[src/rtl/wb_lfsr_pkg.sv]
// Shared definitions for the Wishbone-controlled LFSR generator.
//   - Register map addresses (2-bit word address).
//   - CTRL register bit positions.
//   - LFSR stepping mode enum.
package wb_lfsr_pkg;

  // Register map
  localparam logic [1:0] AddrCtrl  = 2'd0;
  localparam logic [1:0] AddrTaps  = 2'd1;
  localparam logic [1:0] AddrState = 2'd2;
  localparam logic [1:0] AddrSteps = 2'd3;

  // CTRL register bit positions
  localparam int unsigned CtrlRun  = 0;  // RW: free-run enable
  localparam int unsigned CtrlMode = 1;  // RW: 0 Fibonacci, 1 Galois
  localparam int unsigned CtrlBusy = 2;  // RO: step counter non-zero
  localparam int unsigned CtrlDone = 3;  // sticky, write-1-to-clear

  typedef enum logic {
    FIBONACCI = 1'b0,
    GALOIS    = 1'b1
  } lfsr_mode_e;

endpackage

[src/rtl/lfsr_step.sv]
// Combinational single-step LFSR next-state function.
// Ports:
//   state_i  current LFSR state
//   taps_i   feedback tap mask
//   mode_i   FIBONACCI (shift left, XOR-reduce feedback into bit 0)
//            or GALOIS (shift right, XOR taps in when bit 0 falls out)
//   state_o  state after one step
//   bit_o    serial bit shifted out by this step
module lfsr_step
  import wb_lfsr_pkg::*;
#(
  parameter int unsigned WIDTH = 16
) (
  input  logic [WIDTH-1:0] state_i,
  input  logic [WIDTH-1:0] taps_i,
  input  lfsr_mode_e       mode_i,
  output logic [WIDTH-1:0] state_o,
  output logic             bit_o
);

  always_comb begin
    state_o = state_i;
    bit_o   = 1'b0;
    if (mode_i == GALOIS) begin
      bit_o   = state_i[0];
      state_o = (state_i >> 1) ^ (state_i[0] ? taps_i : '0);
    end else begin
      bit_o   = state_i[WIDTH-1];
      state_o = {state_i[WIDTH-2:0], ^(state_i & taps_i)};
    end
  end

endmodule

[src/rtl/wb_lfsr_gen.sv]
// Wishbone (pipelined) slave wrapping a programmable LFSR.
// Registers: CTRL (RUN, MODE, BUSY, DONE), TAPS, STATE, STEPS.
// The LFSR steps every cycle while RUN=1 or the STEPS counter is non-zero.
// Ports:
//   i_clk, i_reset            clock, asynchronous active-high reset
//   i_wb_cyc/stb/we/addr/data Wishbone request
//   o_wb_stall/ack/data       Wishbone response (data valid with ack)
//   o_lfsr_bit                bit shifted out by the most recent step
//   o_lfsr_state              current LFSR state
module wb_lfsr_gen
  import wb_lfsr_pkg::*;
#(
  parameter int unsigned WIDTH      = 16,
  parameter logic [31:0] RESET_TAPS = 32'h0000_B400,
  parameter logic [31:0] RESET_SEED = 32'd1
) (
  input  logic             i_clk,
  input  logic             i_reset,
  input  logic             i_wb_cyc,
  input  logic             i_wb_stb,
  input  logic             i_wb_we,
  input  logic [1:0]       i_wb_addr,
  input  logic [WIDTH-1:0] i_wb_data,
  output logic             o_wb_stall,
  output logic             o_wb_ack,
  output logic [WIDTH-1:0] o_wb_data,
  output logic             o_lfsr_bit,
  output logic [WIDTH-1:0] o_lfsr_state
);

  localparam logic [WIDTH-1:0] TapsInit = RESET_TAPS[WIDTH-1:0];
  // An all-zero LFSR never leaves zero, so a zero seed is forced to 1.
  localparam logic [WIDTH-1:0] SeedInit =
      (RESET_SEED[WIDTH-1:0] == '0) ? WIDTH'(1) : RESET_SEED[WIDTH-1:0];

  logic [WIDTH-1:0] state_q, state_d;
  logic [WIDTH-1:0] taps_q, taps_d;
  logic [WIDTH-1:0] steps_q, steps_d;
  logic             run_q, run_d;
  lfsr_mode_e       mode_q, mode_d;
  logic             done_q, done_d;
  logic             bit_q, bit_d;
  logic             ack_q, ack_d;
  logic [WIDTH-1:0] rdata_q, rdata_d;

  logic             busy;
  logic             wb_req;
  logic             locked_wr;
  logic             accept;
  logic             wr_en;
  logic             step_en;
  logic             steps_reload;
  logic [WIDTH-1:0] step_state;
  logic             step_bit;
  logic [WIDTH-1:0] wr_state;
  logic [WIDTH-1:0] ctrl_rd;

  lfsr_step #(
    .WIDTH(WIDTH)
  ) u_step (
    .state_i(state_q),
    .taps_i (taps_q),
    .mode_i (mode_q),
    .state_o(step_state),
    .bit_o  (step_bit)
  );

  assign busy    = (steps_q != '0);
  assign wb_req  = i_wb_cyc & i_wb_stb;
  assign step_en = run_q | busy;

  // STATE/TAPS writes would disturb a counted burst, so they wait it out.
  assign locked_wr  = i_wb_we & ((i_wb_addr == AddrState) | (i_wb_addr == AddrTaps));
  assign o_wb_stall = wb_req & locked_wr & busy;
  assign accept     = wb_req & ~o_wb_stall;
  assign wr_en      = accept & i_wb_we;

  assign steps_reload = wr_en & (i_wb_addr == AddrSteps);
  assign wr_state     = (i_wb_data == '0) ? WIDTH'(1) : i_wb_data;

  always_comb begin
    ctrl_rd           = '0;
    ctrl_rd[CtrlRun]  = run_q;
    ctrl_rd[CtrlMode] = (mode_q == GALOIS);
    ctrl_rd[CtrlBusy] = busy;
    ctrl_rd[CtrlDone] = done_q;
  end

  // Register and LFSR next state
  always_comb begin
    state_d = state_q;
    bit_d   = bit_q;
    taps_d  = taps_q;
    steps_d = steps_q;
    run_d   = run_q;
    mode_d  = mode_q;
    done_d  = done_q;

    if (step_en) begin
      state_d = step_state;
      bit_d   = step_bit;
    end
    if (busy) begin
      steps_d = steps_q - WIDTH'(1);
    end

    if (wr_en) begin
      case (i_wb_addr)
        AddrCtrl: begin
          run_d  = i_wb_data[CtrlRun];
          mode_d = i_wb_data[CtrlMode] ? GALOIS : FIBONACCI;
          if (i_wb_data[CtrlDone]) begin
            done_d = 1'b0;
          end
        end
        AddrTaps:  taps_d = i_wb_data;
        AddrState: begin
          // A direct load replaces the step entirely; the output bit holds.
          state_d = wr_state;
          bit_d   = bit_q;
        end
        AddrSteps: steps_d = i_wb_data;
        default: ;
      endcase
    end

    // Evaluated after the W1C so expiry wins; a reload cancels the expiry.
    if (busy && (steps_q == WIDTH'(1)) && !steps_reload) begin
      done_d = 1'b1;
    end
  end

  // Bus response next state: read data is captured at acceptance.
  always_comb begin
    ack_d   = accept;
    rdata_d = '0;
    if (accept && !i_wb_we) begin
      case (i_wb_addr)
        AddrCtrl:  rdata_d = ctrl_rd;
        AddrTaps:  rdata_d = taps_q;
        AddrState: rdata_d = state_q;
        AddrSteps: rdata_d = steps_q;
        default:   rdata_d = '0;
      endcase
    end
  end

  always_ff @(posedge i_clk or posedge i_reset) begin
    if (i_reset) begin
      state_q <= SeedInit;
      taps_q  <= TapsInit;
      steps_q <= '0;
      run_q   <= 1'b0;
      mode_q  <= FIBONACCI;
      done_q  <= 1'b0;
      bit_q   <= 1'b0;
      ack_q   <= 1'b0;
      rdata_q <= '0;
    end else begin
      state_q <= state_d;
      taps_q  <= taps_d;
      steps_q <= steps_d;
      run_q   <= run_d;
      mode_q  <= mode_d;
      done_q  <= done_d;
      bit_q   <= bit_d;
      ack_q   <= ack_d;
      rdata_q <= rdata_d;
    end
  end

  // Dropping CYC abandons the cycle, so a pending ack must not escape.
  assign o_wb_ack     = ack_q & i_wb_cyc;
  assign o_wb_data    = rdata_q;
  assign o_lfsr_bit   = bit_q;
  assign o_lfsr_state = state_q;

endmodule

[config.mk]
export PLATFORM = sky130hd
export DESIGN_NAME = wb_lfsr_gen
export DESIGN_NICKNAME = d
export VERILOG_FILES = /design/src/rtl/wb_lfsr_pkg.sv /design/src/rtl/lfsr_step.sv /design/src/rtl/wb_lfsr_gen.sv
export SDC_FILE = /design/constraint.sdc
export NUM_CORES = 1
export LEC_CHECK = 0
export CAP_MARGIN = 30
export CORE_MARGIN = 3
export CORE_UTILIZATION = 24
export DETAILED_ROUTE_END_ITERATION = 7
export PLACE_DENSITY = 0.41
export SYNTH_ARGS = -nofsm -noshare
export SYNTH_HDL_FRONTEND = slang
export SYNTH_SLANG_ARGS = --single-unit
[constraint.sdc]
create_clock -name i_clk -period 2.3 [get_ports i_clk]
set_input_delay 0.345 -clock i_clk [delete_from_list [all_inputs] [get_ports i_clk]]
set_output_delay 0.345 -clock i_clk [all_outputs]
set_load 0.005 [all_outputs]
==> run_summary.xml, run 1 <==
<?xml version="1.0" encoding="UTF-8"?>
<metrics>
  <group name="yosys">
    <metric name="seq_area_frac_synth" unit="">0.449</metric>
    <metric name="synth.top_cells.by_count" unit="">64 x dfrtp_1, 57 x nor2_1, 54 x nand2_1</metric>
    <metric name="synthTopCellsByArea" unit="">dfrtp_1 41%, nor2_1 5.5%, xnor2_1 5.4%</metric>
    <metric name="synth.distinct_cells" unit="">44</metric>
    <metric name="synth_nets" unit="">436</metric>
    <metric name="yosys_most_used_dff" unit="">dfrtp_1</metric>
    <metric name="synth_warnings" unit="">0</metric>
    <metric name="count_of_state_elements_after_synthesis" unit="">69</metric>
    <metric name="synth_most_common_cell" unit="">dfrtp_1</metric>
    <metric name="syn_avg_cell_area" unit="um^2">9.48</metric>
    <metric name="synth_top_area_frac" unit="">0.415</metric>
    <metric name="synth_area" unit="um^2">3860</metric>
    <metric name="edff_count_synth" unit="">0</metric>
    <metric name="proportion_of_register_bits_with_asynchronous_set_or_reset_after_synthesis" unit="">1.00</metric>
    <metric name="synth.largest_area_cell" unit="">dfrtp_1</metric>
    <metric name="syn_inst" unit="">407</metric>
  </group>
  <group name="die">
    <metric name="start_util" unit="">0.249</metric>
    <metric name="die_w" unit="um">133</metric>
    <metric name="fp.dieArea" unit="um^2">17600</metric>
    <metric name="die_outline_height" unit="um">133</metric>
    <metric name="core_area" unit="um^2">15500</metric>
    <metric name="fp-row-count" unit="">45</metric>
    <metric name="io_pins" unit="">58</metric>
  </group>
  <group name="clock_tree">
    <metric name="postCtsHoldBufs" unit="">0</metric>
    <metric name="cts_tree" unit="">yes</metric>
    <metric name="clock_tree.root_cell" unit="">clkbuf_16</metric>
    <metric name="worst_setup_hold_path_clk_slew" unit="ns">0.06</metric>
    <metric name="cts_buffers" unit="">9</metric>
    <metric name="cts.htree.levels" unit="">3</metric>
    <metric name="clock_sink_count" unit="">69</metric>
    <metric name="clk_latency" unit="ns">0.34</metric>
    <metric name="cts_buffer_depth" unit="">2</metric>
  </group>
  <group name="critical_path">
    <metric name="crit_path_end" unit="">taps_q[0]</metric>
    <metric name="required" unit="ns">2.52</metric>
    <metric name="worst-endpoint-arrival" unit="ns">2.42</metric>
    <metric name="internal_reg_to_reg_setup_slack" unit="ns">0.10</metric>
    <metric name="worst-r2r-cell-count" unit="">8</metric>
    <metric name="timing.critical_path.fanout_max" unit="">17</metric>
    <metric name="cp-startpoint" unit="">steps_q[4]</metric>
    <metric name="nature_of_the_critical_path_endpoint" unit="">register</metric>
    <metric name="worstReg2RegEnd" unit="">taps_q[0]</metric>
    <metric name="critical_path.startpoint_type" unit="">register</metric>
    <metric name="timing_worst_setup_path_type" unit="">reg -&gt; reg</metric>
    <metric name="rr_startpoint" unit="">steps_q[4]</metric>
  </group>
  <group name="power_and_ir_drop">
    <metric name="power_frac_clock" unit="">0.245</metric>
    <metric name="max-vdd-ir-drop" unit="V">0.000439</metric>
    <metric name="seq_power_share" unit="">0.362</metric>
    <metric name="power.switching" unit="mW">2.00</metric>
    <metric name="p_sw_frac" unit="">0.354</metric>
    <metric name="internal_power" unit="mW">3.66</metric>
    <metric name="combinationalPowerShare" unit="">0.393</metric>
    <metric name="powerDensity" unit="nW/um^2">1070</metric>
    <metric name="static-leakage-power" unit="nW">2.13</metric>
  </group>
  <group name="outcome">
    <metric name="outcome" unit="">finished, violations left</metric>
    <metric name="failed_checks" unit="">DRC</metric>
  </group>
  <group name="finish">
    <metric name="finish.utilization" unit="">0.342</metric>
    <metric name="instances_no_fill" unit="">708</metric>
    <metric name="nets" unit="">521</metric>
    <metric name="post_route_cell_area" unit="um^2">5290</metric>
    <metric name="drive_gt1_frac" unit="">0.181</metric>
    <metric name="layout-area-overhead-vs-synth" unit="%">37.1</metric>
    <metric name="filler_cell_count" unit="">1606</metric>
    <metric name="num_antenna_cells" unit="">0</metric>
  </group>
  <group name="placed_design">
    <metric name="post-dp-hpwl" unit="mm">8.83</metric>
    <metric name="port-buffer-count" unit="">57</metric>
    <metric name="dpl.cell_count" unit="">686</metric>
    <metric name="gpl.final_weighted_congestion" unit="">0.785</metric>
    <metric name="dpl_cell_area" unit="um^2">4900</metric>
  </group>
  <group name="global_routing">
    <metric name="global_route.usage.total" unit="">0.140</metric>
    <metric name="first_global_vias" unit="">3279</metric>
    <metric name="initial_antenna_violation_count" unit="">0</metric>
    <metric name="grt_pass1_wl" unit="mm">18.9</metric>
    <metric name="gr-total-overflow" unit="">0</metric>
    <metric name="grt_max_degree" unit="">70</metric>
  </group>
  <group name="flow_run">
    <metric name="drv.max_cap_violation_count" unit="">0</metric>
  </group>
  <group name="route">
    <metric name="drt-pass1-iter-count" unit="">8</metric>
    <metric name="routed_wirelength" unit="mm">12.4</metric>
    <metric name="drc" unit="">12</metric>
    <metric name="avgRoutedWirePerCell" unit="um">17.6</metric>
    <metric name="antenna_left" unit="">0</metric>
    <metric name="drt_iter0_drc" unit="">285</metric>
    <metric name="via_count" unit="">3340</metric>
    <metric name="post_drt_via_cell_ratio" unit="">4.72</metric>
  </group>
  <group name="sta">
    <metric name="rsz0062_at_grt" unit="">false</metric>
    <metric name="clock-skew-final" unit="ns">0.00731</metric>
    <metric name="maxSlewHeadroom" unit="">0.633</metric>
    <metric name="report.final.slew_viol_count" unit="">0</metric>
    <metric name="final_hold_viol_count" unit="">0</metric>
    <metric name="timing_worst_slew_pin_value" unit="ns">0.545</metric>
    <metric name="setup_viol" unit="">0</metric>
    <metric name="post_route_fraction_of_the_period_consumed_by_the_critical_path" unit="">0.956</metric>
    <metric name="hold_ws" unit="ns">0.422</metric>
    <metric name="layout_min_cycle_time" unit="ns">2.20</metric>
    <metric name="fin_setup_tns" unit="ns">0</metric>
    <metric name="fmax" unit="MHz">455</metric>
  </group>
  <group name="worst_hold_path">
    <metric name="timing.hold.worst.class" unit="">in -&gt; async</metric>
  </group>
</metrics>
==> kinds of logic (layout without fill, tap and decap cells) <==
family / Yosys count / after routing / share of synthesized area
simple gates: 145 / 145 / 0.174
mux: 18 / 18 / 0.0596
compound gates: 96 / 96 / 0.164
buf+inv: 32 / 122 / 0.0405
flops: 69 / 69 / 0.449
fa+ha+maj: 6 / 6 / 0.0194
xor+xnor: 41 / 41 / 0.0930
==> sequential cells by signal, indices dropped and copies added (netlist names) <==
signal        count
o_lfsr_state     16
ack_q             1
mode_q            1
taps_q           16
run_q             1
done_q            1
o_wb_data        16
steps_q          16
o_lfsr_bit        1
==> cell type report <==
class	count	area (um^2)	area share
Clock buffer	14	254	0.0480
Clock inverter	2	35.0	0.00662
Inverter	7	26.3	0.00497
Multi-Input combinational cell	306	2000	0.379
Sequential cell	69	1730	0.328
Tap cell	211	264	0.0499
Timing Repair Buffer	99	973	0.184
==> worst max-delay path: stages, from the launching register on <==
cell	delay [ns]
dfrtp_1	0.38
or3_4	0.43
nor3_4	0.22
buf_4	0.17
nand3_4	0.09
a21oi_4	0.18
buf_6	0.14
nand2_8	0.13
mux2_4	0.35
==> repair_timing <==
item | CTS | global route
pin swaps | 3 | 4
resized for setup | 4 | 6
setup endpoints to repair | 1 | 25
cloned | 0 | 1
setup buffers | 4 | 1
==> power by group through the flow <==
| stage | registers (mW) | clock network [mW] | logic, mW |
|---|---|---|---|
| final | 2.05 | 1.39 | 2.22 |
| after floorplan | 1.95 | 0 | 1.35 |
| after global placement | 2.06 | 0 | 2.21 |
| after detailed placement | 2.07 | 0 | 2.22 |
| after CTS | 2.05 | 1.43 | 2.25 |
| after global routing | 2.11 | 1.50 | 2.45 |
==> placed cells by master (no fill, tap or decap), types with 2 or more instances in the layout <==
cell type        instances
or2_2                    2
nor2_1                  56
nand2_1                 54
or3_1                    3
ha_1                     6
dfstp_2                  5
o31ai_1                  2
mux2i_1                  2
o21ai_1                 15
buf_6                    2
buf_12                   5
nor3_1                   5
buf_4                   34
a211oi_1                15
inv_1                    6
xor2_1                  17
nor4_1                   3
clkbuf_1                 4
nand3_1                  5
clkbuf_16               10
a222oi_1                16
dfrtp_1                 64
a21oi_1                 33
o21ai_0                  5
a31oi_1                  3
mux2_2                   8
xnor2_1                 24
clkdlybuf4s50_1         56
or4_4                    2
mux2_4                   8
o211ai_1                 2
==> metal layers <==
metal / vias up / GRT usage / wire length (um)
met1: 1652 / 0.188 / 5790
met3: 11 / 0.0266 / 574
met4: 0 / 0.0572 / 193
met2: 74 / 0.220 / 5890
li1: 1603 / - / -
met5: - / 0 / 0
==> how the worst min path moves through the flow <==
stage,cells after the start,end
2_1_floorplan,1,done_q
3_3_place_gp,2,o_lfsr_bit
3_5_place_dp,2,o_lfsr_bit
4_1_cts,3,o_lfsr_bit
5_1_grt,3,o_wb_data[8]
6_report,3,taps_q[9]
==> per-stage QoR <==
stage / total power [mW] / setup slack, ns
after floorplan: 3.30 / 0.202
after global placement: 4.26 / 0.00770
after detailed placement: 4.29 / -0.00493
after CTS: 5.73 / 0.0311
after global routing: 6.06 / 0.0154
final: 5.66 / 0.101
Note: power is estimated with default switching activity, not from simulation.
==> run 2: changes to the inputs <==
--- a/config.mk
+++ b/config.mk
@@ -6,10 +6,11 @@
 export NUM_CORES = 1
 export LEC_CHECK = 0
 export CAP_MARGIN = 30
-export CORE_MARGIN = 3
+export CORE_MARGIN = 4
 export CORE_UTILIZATION = 24
 export DETAILED_ROUTE_END_ITERATION = 7
 export PLACE_DENSITY = 0.41
+export SLEW_MARGIN = 20
 export SYNTH_ARGS = -nofsm -noshare
 export SYNTH_HDL_FRONTEND = slang
 export SYNTH_SLANG_ARGS = --single-unit
==> run_summary.xml, run 2 (synthesis gave the netlist of run 1 again) <==
<?xml version="1.0" encoding="UTF-8"?>
<metrics>
  <group name="global_routing">
    <metric name="grt_max_degree" unit="">70</metric>
    <metric name="grt_pass1_wl" unit="mm">18.9</metric>
    <metric name="gr-total-overflow" unit="">0</metric>
    <metric name="initial_antenna_violation_count" unit="">0</metric>
    <metric name="first_global_vias" unit="">3333</metric>
    <metric name="global_route.usage.total" unit="">0.136</metric>
  </group>
  <group name="critical_path">
    <metric name="nature_of_the_critical_path_endpoint" unit="">register</metric>
    <metric name="worstReg2RegEnd" unit="">taps_q[7]</metric>
    <metric name="critical_path.startpoint_type" unit="">register</metric>
    <metric name="required" unit="ns">2.52</metric>
    <metric name="worst-r2r-cell-count" unit="">8</metric>
    <metric name="internal_reg_to_reg_setup_slack" unit="ns">0.05</metric>
    <metric name="rr_startpoint" unit="">steps_q[12]</metric>
    <metric name="timing_worst_setup_path_type" unit="">reg -&gt; reg</metric>
    <metric name="worst-endpoint-arrival" unit="ns">2.47</metric>
    <metric name="timing.critical_path.fanout_max" unit="">9</metric>
  </group>
  <group name="route">
    <metric name="amount_of_wire_on_met2_after_detailed_routing" unit="mm">5.84</metric>
    <metric name="highest_layer" unit="">met4</metric>
    <metric name="post_drt_via_cell_ratio" unit="">4.64</metric>
    <metric name="met3_wirelength" unit="um">571</metric>
    <metric name="routed_wirelength" unit="mm">12.3</metric>
    <metric name="via_count" unit="">3320</metric>
    <metric name="drc" unit="">0</metric>
    <metric name="avgRoutedWirePerCell" unit="um">17.1</metric>
    <metric name="drt-pass1-iter-count" unit="">4</metric>
    <metric name="drt_iter0_drc" unit="">233</metric>
    <metric name="antenna_left" unit="">0</metric>
    <metric name="wl_met1" unit="mm">5.73</metric>
  </group>
  <group name="clock_tree">
    <metric name="clk_latency" unit="ns">0.34</metric>
    <metric name="cts.htree.levels" unit="">3</metric>
    <metric name="cts_buffer_depth" unit="">2</metric>
    <metric name="cts_buffers" unit="">9</metric>
    <metric name="clock_sink_count" unit="">69</metric>
    <metric name="worst_setup_hold_path_clk_slew" unit="ns">0.06</metric>
    <metric name="cts_tree" unit="">yes</metric>
    <metric name="clock_tree.root_cell" unit="">clkbuf_16</metric>
  </group>
  <group name="die">
    <metric name="fp.dieArea" unit="um^2">18200</metric>
    <metric name="core_area" unit="um^2">15800</metric>
    <metric name="io_pins" unit="">58</metric>
    <metric name="fp-row-count" unit="">46</metric>
    <metric name="die_w" unit="um">135</metric>
    <metric name="start_util" unit="">0.244</metric>
    <metric name="die_outline_height" unit="um">135</metric>
  </group>
  <group name="sta">
    <metric name="rsz0062_at_grt" unit="">true</metric>
    <metric name="setup_viol" unit="">0</metric>
    <metric name="final_hold_viol_count" unit="">0</metric>
    <metric name="fmax" unit="MHz">444</metric>
    <metric name="post_route_fraction_of_the_period_consumed_by_the_critical_path" unit="">0.979</metric>
    <metric name="maxSlewHeadroom" unit="">0.568</metric>
    <metric name="report.final.slew_viol_count" unit="">0</metric>
    <metric name="timing_worst_slew_pin_value" unit="ns">0.641</metric>
    <metric name="layout_min_cycle_time" unit="ns">2.25</metric>
    <metric name="hold_ws" unit="ns">0.404</metric>
    <metric name="clock-skew-final" unit="ns">0.00768</metric>
  </group>
  <group name="outcome">
    <metric name="outcome" unit="">finished clean</metric>
  </group>
  <group name="finish">
    <metric name="regArea" unit="um^2">1730</metric>
    <metric name="num_antenna_cells" unit="">0</metric>
    <metric name="instances_no_fill" unit="">716</metric>
    <metric name="post_route_cell_area" unit="um^2">5350</metric>
    <metric name="final_common_cell" unit="">dfrtp_1</metric>
    <metric name="multiInputGateArea" unit="um^2">2010</metric>
    <metric name="final_cell_mix" unit="">64 x dfrtp_1, 56 x nor2_1, 56 x clkdlybuf4s50_1, 53 x nand2_1, 35 x buf_4</metric>
    <metric name="drive_gt1_frac" unit="">0.190</metric>
    <metric name="filler_cell_count" unit="">1647</metric>
    <metric name="layout-area-overhead-vs-synth" unit="%">38.5</metric>
    <metric name="nets" unit="">526</metric>
  </group>
  <group name="power_and_ir_drop">
    <metric name="powerDensity" unit="nW/um^2">1050</metric>
    <metric name="static-leakage-power" unit="nW">2.17</metric>
    <metric name="max-vdd-ir-drop" unit="V">0.000509</metric>
    <metric name="fin_total_pwr" unit="mW">5.59</metric>
  </group>
  <group name="placed_design">
    <metric name="gpl.final_weighted_congestion" unit="">0.808</metric>
    <metric name="post-dp-hpwl" unit="mm">8.78</metric>
    <metric name="dpl_cell_area" unit="um^2">4890</metric>
    <metric name="dpl.cell_count" unit="">691</metric>
    <metric name="port-buffer-count" unit="">57</metric>
  </group>
  <group name="flow_run">
    <metric name="drv.max_cap_violation_count" unit="">0</metric>
  </group>
  <group name="worst_hold_path">
    <metric name="timing.hold.worst.class" unit="">in -&gt; async</metric>
  </group>
</metrics>
==> run 2: final cells by class <==
type,instances,area share
repair buffers,103,0.194
clock buffers,13,0.0487
well taps,216,0.0506
multi-input cells,307,0.377
inverters,7,0.00492
clock inverters,1,0.00140
flip-flops and latches,69,0.324
==> run 2: timing repair <==
item / 4_1_cts / 5_1_grt
resized for setup: 3 / 8
hold endpoints to repair: 0 / 0
hold buffers: 0 / 0
buffers inserted: 2 / 7
pin swaps: 3 / 3
gates cloned: 0 / 2
setup endpoints to repair: 1 / 40
==> run 2: routing by layer <==
metal	track usage	up-vias
met5	0	-
met4	0.0385	0
met1	0.186	1625
li1	-	1618
met2	0.215	70
met3	0.0335	7
==> run 2: how the worst max path moves through the flow <==
| stage | start | end | slack (ns) | cells past startpoint |
|---|---|---|---|---|
| after floorplan | steps_q[10] | taps_q[0] | 0.20 | 7 |
| after global placement | i_wb_addr[0] | o_wb_stall | 0.01 | 6 |
| after detailed placement | i_wb_addr[0] | o_wb_stall | 0.001 | 6 |
| after CTS | steps_q[12] | o_lfsr_bit | -0.002 | 9 |
| after global routing | steps_q[12] | o_lfsr_state[2] | -0.03 | 11 |
| final | steps_q[12] | taps_q[7] | 0.05 | 8 |
==> run 2: worst max-delay path: stages (launching register included) <==
cell	delay, ns
dfrtp_1	0.38
or4_4	0.57
nor2_8	0.14
buf_4	0.14
nand3_4	0.08
a21oi_4	0.22
buf_12	0.15
nand2_8	0.10
mux2_4	0.34
==> run 2: where the power goes <==
group	switching, mW	internal (mW)	total (mW)
logic	1.00	1.24	2.24
clock network	0.512	0.777	1.29
registers	0.490	1.57	2.06
total	2.00	3.59	5.59
==> run 2: through the flow <==
step           setup WS, ns   util   TNS, ns
5_1_grt             -0.0269  0.338    -0.124
3_5_place_dp        0.00133  0.309         0
6_report             0.0489  0.338         0
3_3_place_gp        0.00989  0.309         0
4_1_cts            -0.00180  0.328  -0.00180
2_1_floorplan         0.202      -         0
